$ cat config.mk
export PLATFORM = sky130hd
export DESIGN_NAME = cnt_period_seq
export DESIGN_NICKNAME = d
export VERILOG_FILES = /design/src/rtl/cnt_period_seq.sv
export SDC_FILE = /design/constraint.sdc
export NUM_CORES = 1
export LEC_CHECK = 0
export ABC_AREA = 1
export CORE_UTILIZATION = 40
export CTS_BUF_LIST = sky130_fd_sc_hd__clkbuf_8
export DETAILED_ROUTE_END_ITERATION = 7
export MAX_ROUTING_LAYER = met4
export PLACE_DENSITY = 0.76
export SLEW_MARGIN = 25
export SYNTH_ARGS = -nofsm -noshare
export SYNTH_HDL_FRONTEND = slang
export SYNTH_SLANG_ARGS = --single-unit
$ cat constraint.sdc
create_clock -name clk_i -period 1.35 [get_ports clk_i]
set_clock_uncertainty 0.1 [all_clocks]
set_input_delay 0.135 -clock clk_i [delete_from_list [all_inputs] [get_ports clk_i]]
set_output_delay 0.135 -clock clk_i [all_outputs]
set_load 0.05 [all_outputs]
$ cat src/rtl/cnt_period_seq.sv
// cnt_period_seq: command sequencer for a 4-bit loadable binary counter.
// A command (preset, repeat count) is accepted over a valid/ready handshake.
// The block then drives the counter's ld/cnt/data inputs and watches its
// carry-out to build periods of programmable length. It emits one tick per
// completed period and a done pulse after the last period of a finite command.
// A repeat count of zero runs periods continuously until stop_i or reset.

module cnt_period_seq #(
    parameter int CNT_W = 4,
    parameter int REP_W = 4
) (
    input  logic             clk_i,
    input  logic             rst_i,
    input  logic             cmd_valid_i,
    output logic             cmd_ready_o,
    input  logic [CNT_W-1:0] preset_i,
    input  logic [REP_W-1:0] reps_i,
    input  logic             pause_i,
    input  logic             stop_i,
    input  logic             carry_i,
    output logic             ld_o,
    output logic             cnt_o,
    output logic [CNT_W-1:0] data_o,
    output logic             busy_o,
    output logic             per_tick_o,
    output logic             done_o
);

    typedef enum logic [1:0] {
        S_IDLE  = 2'd0,
        S_LOAD  = 2'd1,
        S_COUNT = 2'd2,
        S_DONE  = 2'd3
    } state_t;

    localparam logic [REP_W-1:0] REP_ONE  = {{(REP_W-1){1'b0}}, 1'b1};
    localparam logic [REP_W-1:0] REP_ZERO = {REP_W{1'b0}};

    state_t             r_state;
    state_t             w_state_nxt;
    logic [CNT_W-1:0]   r_preset;
    logic [CNT_W-1:0]   w_preset_nxt;
    logic [REP_W-1:0]   r_rem;
    logic [REP_W-1:0]   w_rem_nxt;
    logic               r_tick;
    logic               w_tick_nxt;
    logic               w_accept;

    // A command is taken only while idle and never while reset is held.
    assign cmd_ready_o = (r_state == S_IDLE) && !rst_i;
    assign w_accept    = cmd_valid_i && cmd_ready_o;

    // Counter control and status are decoded straight from the state so the
    // counter sees ld/cnt in the same cycle the sequencer is in LOAD/COUNT.
    assign ld_o       = (r_state == S_LOAD);
    assign data_o     = r_preset;
    assign cnt_o      = (r_state == S_COUNT) && !pause_i && !stop_i;
    assign busy_o     = (r_state != S_IDLE);
    assign done_o     = (r_state == S_DONE);
    assign per_tick_o = r_tick;

    // State register, latched command fields and the registered period tick.
    always_ff @(posedge clk_i or posedge rst_i) begin
        if (rst_i) begin
            r_state  <= S_IDLE;
            r_preset <= {CNT_W{1'b0}};
            r_rem    <= REP_ZERO;
            r_tick   <= 1'b0;
        end else begin
            r_state  <= w_state_nxt;
            r_preset <= w_preset_nxt;
            r_rem    <= w_rem_nxt;
            r_tick   <= w_tick_nxt;
        end
    end

    // Next-state logic: command accept, period reload, repeat bookkeeping.
    always_comb begin
        w_state_nxt  = r_state;
        w_preset_nxt = r_preset;
        w_rem_nxt    = r_rem;
        w_tick_nxt   = 1'b0;
        case (r_state)
            S_IDLE: begin
                if (w_accept) begin
                    w_preset_nxt = preset_i;
                    w_rem_nxt    = reps_i;
                    w_state_nxt  = S_LOAD;
                end else begin
                    w_state_nxt  = S_IDLE;
                end
            end
            S_LOAD: begin
                if (stop_i) begin
                    w_state_nxt = S_IDLE;
                end else begin
                    w_state_nxt = S_COUNT;
                end
            end
            S_COUNT: begin
                // Abort wins over a carry arriving in the same cycle.
                if (stop_i) begin
                    w_state_nxt = S_IDLE;
                end else if (carry_i) begin
                    w_tick_nxt = 1'b1;
                    if (r_rem == REP_ONE) begin
                        w_state_nxt = S_DONE;
                    end else begin
                        // Zero means continuous: leave it at zero forever.
                        if (r_rem != REP_ZERO) begin
                            w_rem_nxt = r_rem - REP_ONE;
                        end else begin
                            w_rem_nxt = r_rem;
                        end
                        w_state_nxt = S_LOAD;
                    end
                end else begin
                    w_state_nxt = S_COUNT;
                end
            end
            S_DONE: begin
                w_state_nxt = S_IDLE;
            end
            default: begin
                w_state_nxt = S_IDLE;
            end
        endcase
    end

endmodule

---- Yosys cells after proc, flatten, opt, wreduce, memory -nomap -nowiden ----
Cells that the tools add are included.
word-level totals
  bits in registers ....................... 11
  output and inout bits ................... 10
  input port bits ......................... 14
  word-level logic and storage cells ...... 42
operators by class
  reductions and logical operators ........ 13
  equality and inequality tests ........... 9
  mux-type cells .......................... 15
  add/subtract/negate cells ............... 1
operator list
  cell                 count
  $mux 4               5
  $mux 2               4
  $ne 2x2->1 const B   4
  $pmux 2 s4           1
  $pmux 4 s2           1
  $reduce_and 6->1     1
  $eq 2x2->1 const B   2
  $eq 4x1->1 const B   1
  $logic_and 1x1->1    4
  $mux 1               4
  $reduce_bool 2->1    2
  $reduce_bool 4->1    1
  $sub 4x1->4 const B  1
  $logic_not 1->1      3
  $eq 2x1->1 const B   1
  $logic_not 2->1      1
  $ne 2x1->1 const B   1
  $reduce_and 2->1     1

---- Depth between registers and ports, before layout ----
Gate-level depths: netlist of the first run.
  word-level depth ........................ 6
  depth in mapped cells ................... 9
  gate-level depth less buffers ........... 9

---- Worst setup path after synthesis of the first run ----
No wires, ideal clock.
  kind .................................... register to output
  start ................................... register r_state[0]
  end ..................................... output cnt_o
  arrival time ............................ 1.621 ns
  buffers on the path ..................... 0
  stages on the path, launching flop included .. 4
  required time ........................... 1.115 ns
  setup slack ............................. -0.506 ns
  cells stage by stage .................... dfrtp_1 > inv_2 > nand2_4 > nor3_1
on the way
  cells in the longest elaborated chain, start to end .. 3
ends and longest elaborated chain
  what                            line  source
  from (decl)                     39    state_t r_state;
  from (signal assigned)          70    r_state <= w_state_nxt;
  $eq 2x2->1                      57    assign cnt_o = (r_state == S_COUNT) && !pause_i && !stop_i;
  $logic_and 1x1->1 (2 in a row)  57
  to (decl)                       22    output logic cnt_o,
Every way passes these cells.

---- Final worst setup path of the first run ----
  start ................................... register r_state[0]
  end ..................................... output ld_o
on the way
  cells in the longest elaborated chain, start to end .. 1
ends and longest elaborated chain
  what        line  source
  $eq 2x1->1  55    assign ld_o = (r_state == S_LOAD);
  to (decl)   21    output logic ld_o,
Every way passes these cells.

==> results of run 1 <==
==> final timing paths <==
check | from | endpoint | slack (ns) | depth (start not counted)
setup / recovery | r_state[0]$_DFF_PP0_ | ld_o | -0.05 | 4
hold / removal | rst_i | r_state[0]$_DFF_PP0_ | 0.23 | 3
setup reg to reg | r_state[0]$_DFF_PP0_ | r_rem[0]$_DFFE_PP0P_ | 0.02 | 8
hold reg to reg | data_o[2]$_DFFE_PP0P_ | data_o[2]$_DFFE_PP0P_ | 0.44 | 2
max in group asynchronous | rst_i | r_state[1]$_DFF_PP0_ | 0.75 | 3
min in group clk_i | preset_i[0] | data_o[0]$_DFFE_PP0P_ | 0.39 | 3
==> final cells by class <==
| class | instances | area, um2 | area share, % |
|---|---|---|---|
| clock inverter | 1 | 3.75 | 0.299 |
| sequential | 11 | 277 | 22.0 |
| timing repair buffer | 36 | 439 | 35.0 |
| inverter | 11 | 48.8 | 3.89 |
| tap | 16 | 20.0 | 1.60 |
| multi-input combinational | 59 | 425 | 33.9 |
| clock buffer | 3 | 41.3 | 3.29 |
==> flip-flops by register name (all words and copies together), names as in the netlist <==
name / count
data_o: 4
per_tick_o: 1
r_state: 2
r_rem: 4
==> cell families (layout without fill, tap and decap cells) <==
logic type | after synthesis | in the layout | share of synthesized area, %
adder cells (fa/ha/maj) | 3 | 3 | 5.86
AND/OR/NAND/NOR | 50 | 50 | 40.0
AO/OA/AOI/OAI | 6 | 6 | 4.69
buffers and inverters | 11 | 51 | 6.45
flip-flops | 11 | 11 | 43.0
==> placed cells by master, fill, tap and decap left out, drive strengths merged <==
cell type / count
ha: 3
a21oi: 1
buf: 23
o21ai: 5
clkdlybuf4s50: 13
clkbuf: 3
nor2: 7
nand4: 1
nand3: 10
nor3: 1
inv: 12
dfrtp: 11
or2: 2
nand2: 29
==> through the flow <==
stage                     TNS (ns)  hold slack, ns  util [%]
after floorplan             -0.299         -0.0974         -
after global placement      -0.102           0.411      69.1
after detailed placement    -0.214           0.425      69.1
after CTS                   -0.137           0.212      78.1
after global routing        -0.433           0.245      83.3
final                       -0.121           0.234      83.3
==> report_power, final <==
| part | internal (mW) | switching [mW] |
|---|---|---|
| sequential | 0.394 | 0.0778 |
| combinational | 0.379 | 0.411 |
| clock | 0.200 | 0.133 |
| total | 0.973 | 0.622 |
==> worst max-delay path, stage by stage (launching register included) <==
cell	delay, ns
sky130_fd_sc_hd__dfrtp_1	0.40
sky130_fd_sc_hd__inv_4	0.08
sky130_fd_sc_hd__buf_4	0.14
sky130_fd_sc_hd__nor2_2	0.15
sky130_fd_sc_hd__buf_12	0.16
==> metal layers <==
layer	vias up	wire length, um	share of wire, %
met5	-	0	0
met4	0	89	4.4
met3	10	75	3.7
met2	21	1070	53
met1	322	780	39
li1	336	-	-
==> repair_timing <==
item / CTS / global route
buffers inserted: 6 / 3
setup endpoints to repair: 6 / 7
pin swaps: 2 / 9
gates resized for setup: 12 / 15
==> flow_metrics.py, run 1 <==
metrics = {
    "detailed_routing": {
        "total_wire_length_mm": 2.01,
        "drt_pre_antenna_iters": 4,
        "drc_errors": 0,
        "drtAntennaViolNets": 0,
        "detail_route.iter0.violations": 11,
        "routed_via_density": 5.03,
        "route.vias.total": 689,
        "route.detailed.wl_per_inst_um": 14.7,
    },
    "cells_and_area": {
        "num_antenna_cells": 0,
        "fin_area_mm2": 0.00125,
        "final_cells": 137,
        "drive_above_1_share_pct": 42.1,
        "final.fill_count": 79,
        "final_nets": 139,
        "syn2layout_area_growth_pct": 95.9,
    },
    "clock_tree": {
        "tritoncts.num_buffers": 3,
        "cts-hold-fix-buffers": 0,
        "clock_latency_ns": 0.24,
        "clkSinkCount": 11,
        "path_clk_slew_ns": 0.06,
        "clock-root-buffer": "sky130_fd_sc_hd__clkbuf_8",
        "clock_tree.htree_level_count": 1,
        "ctsLongestPathBuffers": 2,
        "tritoncts": "done",
    },
    "min_path": {
        "min_path_type": "primary input to async pin",
    },
    "critical_path": {
        "endpoint_kind": "output pin",
        "setup_crit_start_kind": "flop",
        "timing.critical_path.arrival_ns": 1.16,
        "criticalPathCategory": "flop to output pin",
        "critPathMaxFanout": 4,
        "worst_ep_required_time_ns": 1.12,
    },
    "place": {
        "dp.cells": 124,
        "placed_cell_area_mm2": 0.00104,
        "portBuffers": 23,
        "pre_cts_worst_setup_slack_ns": -0.0617,
        "place_congestion": 0.852,
        "place_hpwl_mm": 1.25,
    },
    "synth": {
        "synthesis.area_per_instance_um2": 7.91,
        "synth.cell_area_um2": 641,
        "synth.cells.most_frequent": "sky130_fd_sc_hd__nand2_1, sky130_fd_sc_hd__dfrtp_1, sky130_fd_sc_hd__inv_1, sky130_fd_sc_hd__nand3_1, sky130_fd_sc_hd__nor2_1",
        "synth_edf_count": 0,
        "yosys.area.top_type_share_pct": 43.0,
        "synthFlopType": "sky130_fd_sc_hd__dfrtp_1",
        "netlist_instances": 81,
        "yosysMostFrequentCell": "sky130_fd_sc_hd__nand2_1",
        "synth_warnings": 0,
        "async_reset_ff_share_pct": 100,
        "synthesis.nets": 98,
        "synth.lib_cells_used.distinct": 17,
        "synth-seq-cells": 11,
        "synth_top_cell_by_area": "sky130_fd_sc_hd__dfrtp_1",
        "synthTopCellsByArea": "sky130_fd_sc_hd__dfrtp_1, sky130_fd_sc_hd__nand2_1, sky130_fd_sc_hd__nand3_1",
        "yosysSeqAreaShare_pct": 43.0,
    },
    "sta": {
        "fmax_mhz": 715,
        "finalSetupViolCount": 4,
        "timing.final.crit_share_pct": 104,
        "rsz_0062_raised_after_global_routing": "true",
        "max_slew.worst_pin.slew_ns": 0.234,
        "finalHoldViolations": 0,
        "drv_slew": 0,
        "min_period_ns": 1.40,
        "worst_slack_ns": -0.0483,
        "slew_headroom_pct": 84.2,
    },
    "grt": {
        "met3_usage_pct": 4.31,
        "grt_util_all_layers_pct": 21.5,
        "grt_max_degree": 12,
        "grt.met1_usage_pct": 24.2,
        "gr_util_met2_pct": 37.8,
        "globalRouteOverflowTotal": 0,
        "number_of_antenna_violations_at_the_first_check_in_global_routing": 0,
        "first_global_vias": 656,
        "global_route_wire_length_before_repair_mm": 2.78,
        "global_route.peak_usage_layer": "met2",
    },
    "floorplanning": {
        "die_area_mm2": 0.00177,
        "floorplan.die.height_um": 42.0,
        "core-area_mm2": 0.00151,
        "floorplan.io_pins": 24,
        "start_util_pct": 42.5,
        "die_w_um": 42.0,
        "placement_rows": 14,
    },
    "power": {
        "power_mw": 1.59,
        "leakage_nw": 0.612,
        "ir_worst_vdd_uv": 989,
        "p_per_area_mw_per_mm2": 1270,
    },
    "run_status": {
        "failed_checks": "setup timing",
        "outcome": "finished with violations",
    },
    "flow_run": {
        "drv_cap": 0,
    },
}
No activity file was read; power rests on OpenSTA's default activity.
==> inputs of run 2 (changes only) <==
- GPL_TIMING_DRIVEN: not set -> 0
- REMOVE_ABC_BUFFERS: not set -> 1
==> flow_metrics.py, run 2 (synthesis gave the netlist of run 1 again) <==
metrics = {
    "run_status": {
        "outcome": "finished with violations",
        "failed_checks": "setup timing",
    },
    "critical_path": {
        "worst_ep_required_time_ns": 1.12,
        "slowest_stage": "sky130_fd_sc_hd__dfrtp_1",
        "critical_path.max_stage_delay_ns": 0.41,
        "setup_crit_start_kind": "flop",
        "endpoint_kind": "output pin",
        "critPathMaxFanout": 7,
        "cp_top_family": "flip-flops",
        "timing.critical_path.arrival_ns": 1.16,
        "worstPathBufferInverterCount": 2,
        "criticalPathCategory": "flop to output pin",
        "worstPathCellList": "inv_4 > nand2_8 > nor3_4 > buf_6",
    },
    "power": {
        "ir_worst_vdd_uv": 784,
        "power.net_switching_mw": 0.593,
        "p_per_area_mw_per_mm2": 1290,
        "leakage_nw": 0.559,
        "power_frac_comb_pct": 45.5,
        "register_share_of_total_power_pct": 31.6,
        "power.share.switching_pct": 40.7,
        "clockPowerShare_pct": 22.9,
        "internal_power_mw": 0.864,
    },
    "floorplanning": {
        "placement_rows": 14,
        "die_w_um": 42.0,
        "die_area_mm2": 0.00177,
        "floorplan.io_pins": 24,
        "start_util_pct": 42.5,
        "core-area_mm2": 0.00151,
        "floorplan.die.height_um": 42.0,
    },
    "cells_and_area": {
        "final.fill_count": 102,
        "final_cells": 134,
        "num_antenna_cells": 0,
        "final_nets": 136,
        "commonest_non_fill_non_tap_cells_in_the_layout": "sky130_fd_sc_hd__nand2_1, sky130_fd_sc_hd__clkdlybuf4s50_1, sky130_fd_sc_hd__buf_4",
        "most_common_library_cell_in_the_layout_ignoring_fill_and_taps": "sky130_fd_sc_hd__nand2_1",
        "drive_above_1_share_pct": 40.7,
        "syn2layout_area_growth_pct": 76.2,
    },
    "place": {
        "dp.cells": 120,
        "place_congestion": 0.807,
        "place_hpwl_mm": 1.02,
        "portBuffers": 23,
    },
    "sta": {
        "drv_slew": 0,
        "max_slew.worst_pin.slew_ns": 0.489,
        "min_period_ns": 1.40,
        "fmax_mhz": 716,
        "worst_slack_ns": -0.0466,
        "slew_headroom_pct": 67.5,
        "fin_setup_tns_ns": -0.0911,
        "finalHoldViolations": 0,
        "finalSetupViolCount": 4,
        "rsz_0062_raised_after_global_routing": "true",
        "timing.final.crit_share_pct": 103,
    },
    "min_path": {
        "min_path_type": "primary input to async pin",
    },
    "detailed_routing": {
        "detail_route.iter0.violations": 9,
        "drc_errors": 0,
        "route.vias.total": 635,
        "drtAntennaViolNets": 0,
        "routed_via_density": 4.74,
        "drt_pre_antenna_iters": 4,
        "total_wire_length_mm": 1.63,
        "route.detailed.wl_per_inst_um": 12.2,
    },
    "flow_run": {
        "drv_cap": 0,
    },
    "grt": {
        "globalRouteOverflowTotal": 0,
        "number_of_antenna_violations_at_the_first_check_in_global_routing": 0,
        "first_global_vias": 567,
        "grt_max_degree": 13,
        "grt_util_all_layers_pct": 18.0,
        "global_route_wire_length_before_repair_mm": 2.30,
    },
    "clock_tree": {
        "ctsLongestPathBuffers": 2,
        "path_clk_slew_ns": 0.05,
        "clock_tree.htree_level_count": 1,
        "clock_latency_ns": 0.24,
        "clock-root-buffer": "sky130_fd_sc_hd__clkbuf_8",
        "clkSinkCount": 11,
        "cts-hold-fix-buffers": 0,
        "tritoncts.num_buffers": 3,
        "tritoncts": "done",
    },
}
[run 2: changes by cell type in the layout (fill, tap and decap cells not counted), moves of 2 or more]
cell                              delta
sky130_fd_sc_hd__clkbuf_2            +2
sky130_fd_sc_hd__buf_6               +2
sky130_fd_sc_hd__inv_1               -2
sky130_fd_sc_hd__o21ai_0             -2
sky130_fd_sc_hd__buf_12              -9
sky130_fd_sc_hd__clkdlybuf4s15_1     +3
[run 2: metal layers]
metal	track usage, %	share of wire (%)
met1	20.9	41
met2	28.1	53
met3	6.90	4.0
met4	7.50	1.3
met5	-	0
[run 2: worst reg2reg max path, cell delays in order, from the launching register on]
cell and delay, ns:
sky130_fd_sc_hd__dfrtp_2 0.43, sky130_fd_sc_hd__buf_4 0.16, sky130_fd_sc_hd__nand2_8 0.09, sky130_fd_sc_hd__buf_4 0.12
sky130_fd_sc_hd__buf_4 0.11, sky130_fd_sc_hd__nand2_1 0.05, sky130_fd_sc_hd__o21ai_1 0.08, sky130_fd_sc_hd__nand2_2 0.06
sky130_fd_sc_hd__o21ai_1 0.09
[run 2: power by group through the flow]
stage          Clock, mW  Sequential, mW  Combinational [mW]
5_1_grt            0.367           0.470               0.726
3_5_place_dp           0           0.445               0.497
4_1_cts            0.325           0.439               0.477
3_3_place_gp           0           0.442               0.486
6_report           0.334           0.460               0.663
2_1_floorplan          0           0.527               0.252
[run 2: layout make-up]
cell class	instances	area [um2]	share of cell area (%)
Clock buffer	3	41.3	3.66
Clock inverter	1	3.75	0.333
Inverter	11	52.6	4.66
Multi-Input combinational cell	59	429	38.0
Sequential cell	11	278	24.6
Tap cell	16	20.0	1.77
Timing Repair Buffer	33	304	26.9
[run 2: through the flow]
| stage | utilization, % | area [um2] | total power, mW | setup WS, ns | hold WS, ns |
|---|---|---|---|---|---|
| after floorplan | - | 641 | 0.779 | -0.506 | -0.0974 |
| after global placement | 59.1 | 891 | 0.928 | -0.481 | 0.354 |
| after detailed placement | 59.1 | 891 | 0.942 | -0.506 | 0.360 |
| after CTS | 61.4 | 925 | 1.24 | -0.187 | 0.150 |
| after global routing | 74.9 | 1130 | 1.56 | -0.128 | 0.277 |
| final | 74.9 | 1130 | 1.46 | -0.0466 | 0.261 |
[run 2: path summary, 6_finish.rpt]
path	start	to	slack (ns)	cells past startpoint
max	r_state[0]$_DFF_PP0_	cnt_o	-0.05	4
min	rst_i	r_state[0]$_DFF_PP0_	0.26	3
min reg2reg	data_o[2]$_DFFE_PP0P_	data_o[2]$_DFFE_PP0P_	0.37	2
max in group asynchronous	rst_i	r_state[1]$_DFF_PP0_	0.73	3
max reg2reg	r_state[1]$_DFF_PP0_	r_rem[1]$_DFFE_PP0P_	-0.01	8
min in group clk_i	preset_i[2]	data_o[2]$_DFFE_PP0P_	0.36	3
[run 2: what timing repair did]
item / CTS / global route
endpoints found under the setup margin: 19 / 18
resized for setup: 37 / 43
setup buffers: 0 / 10
pin swaps: 0 / 9
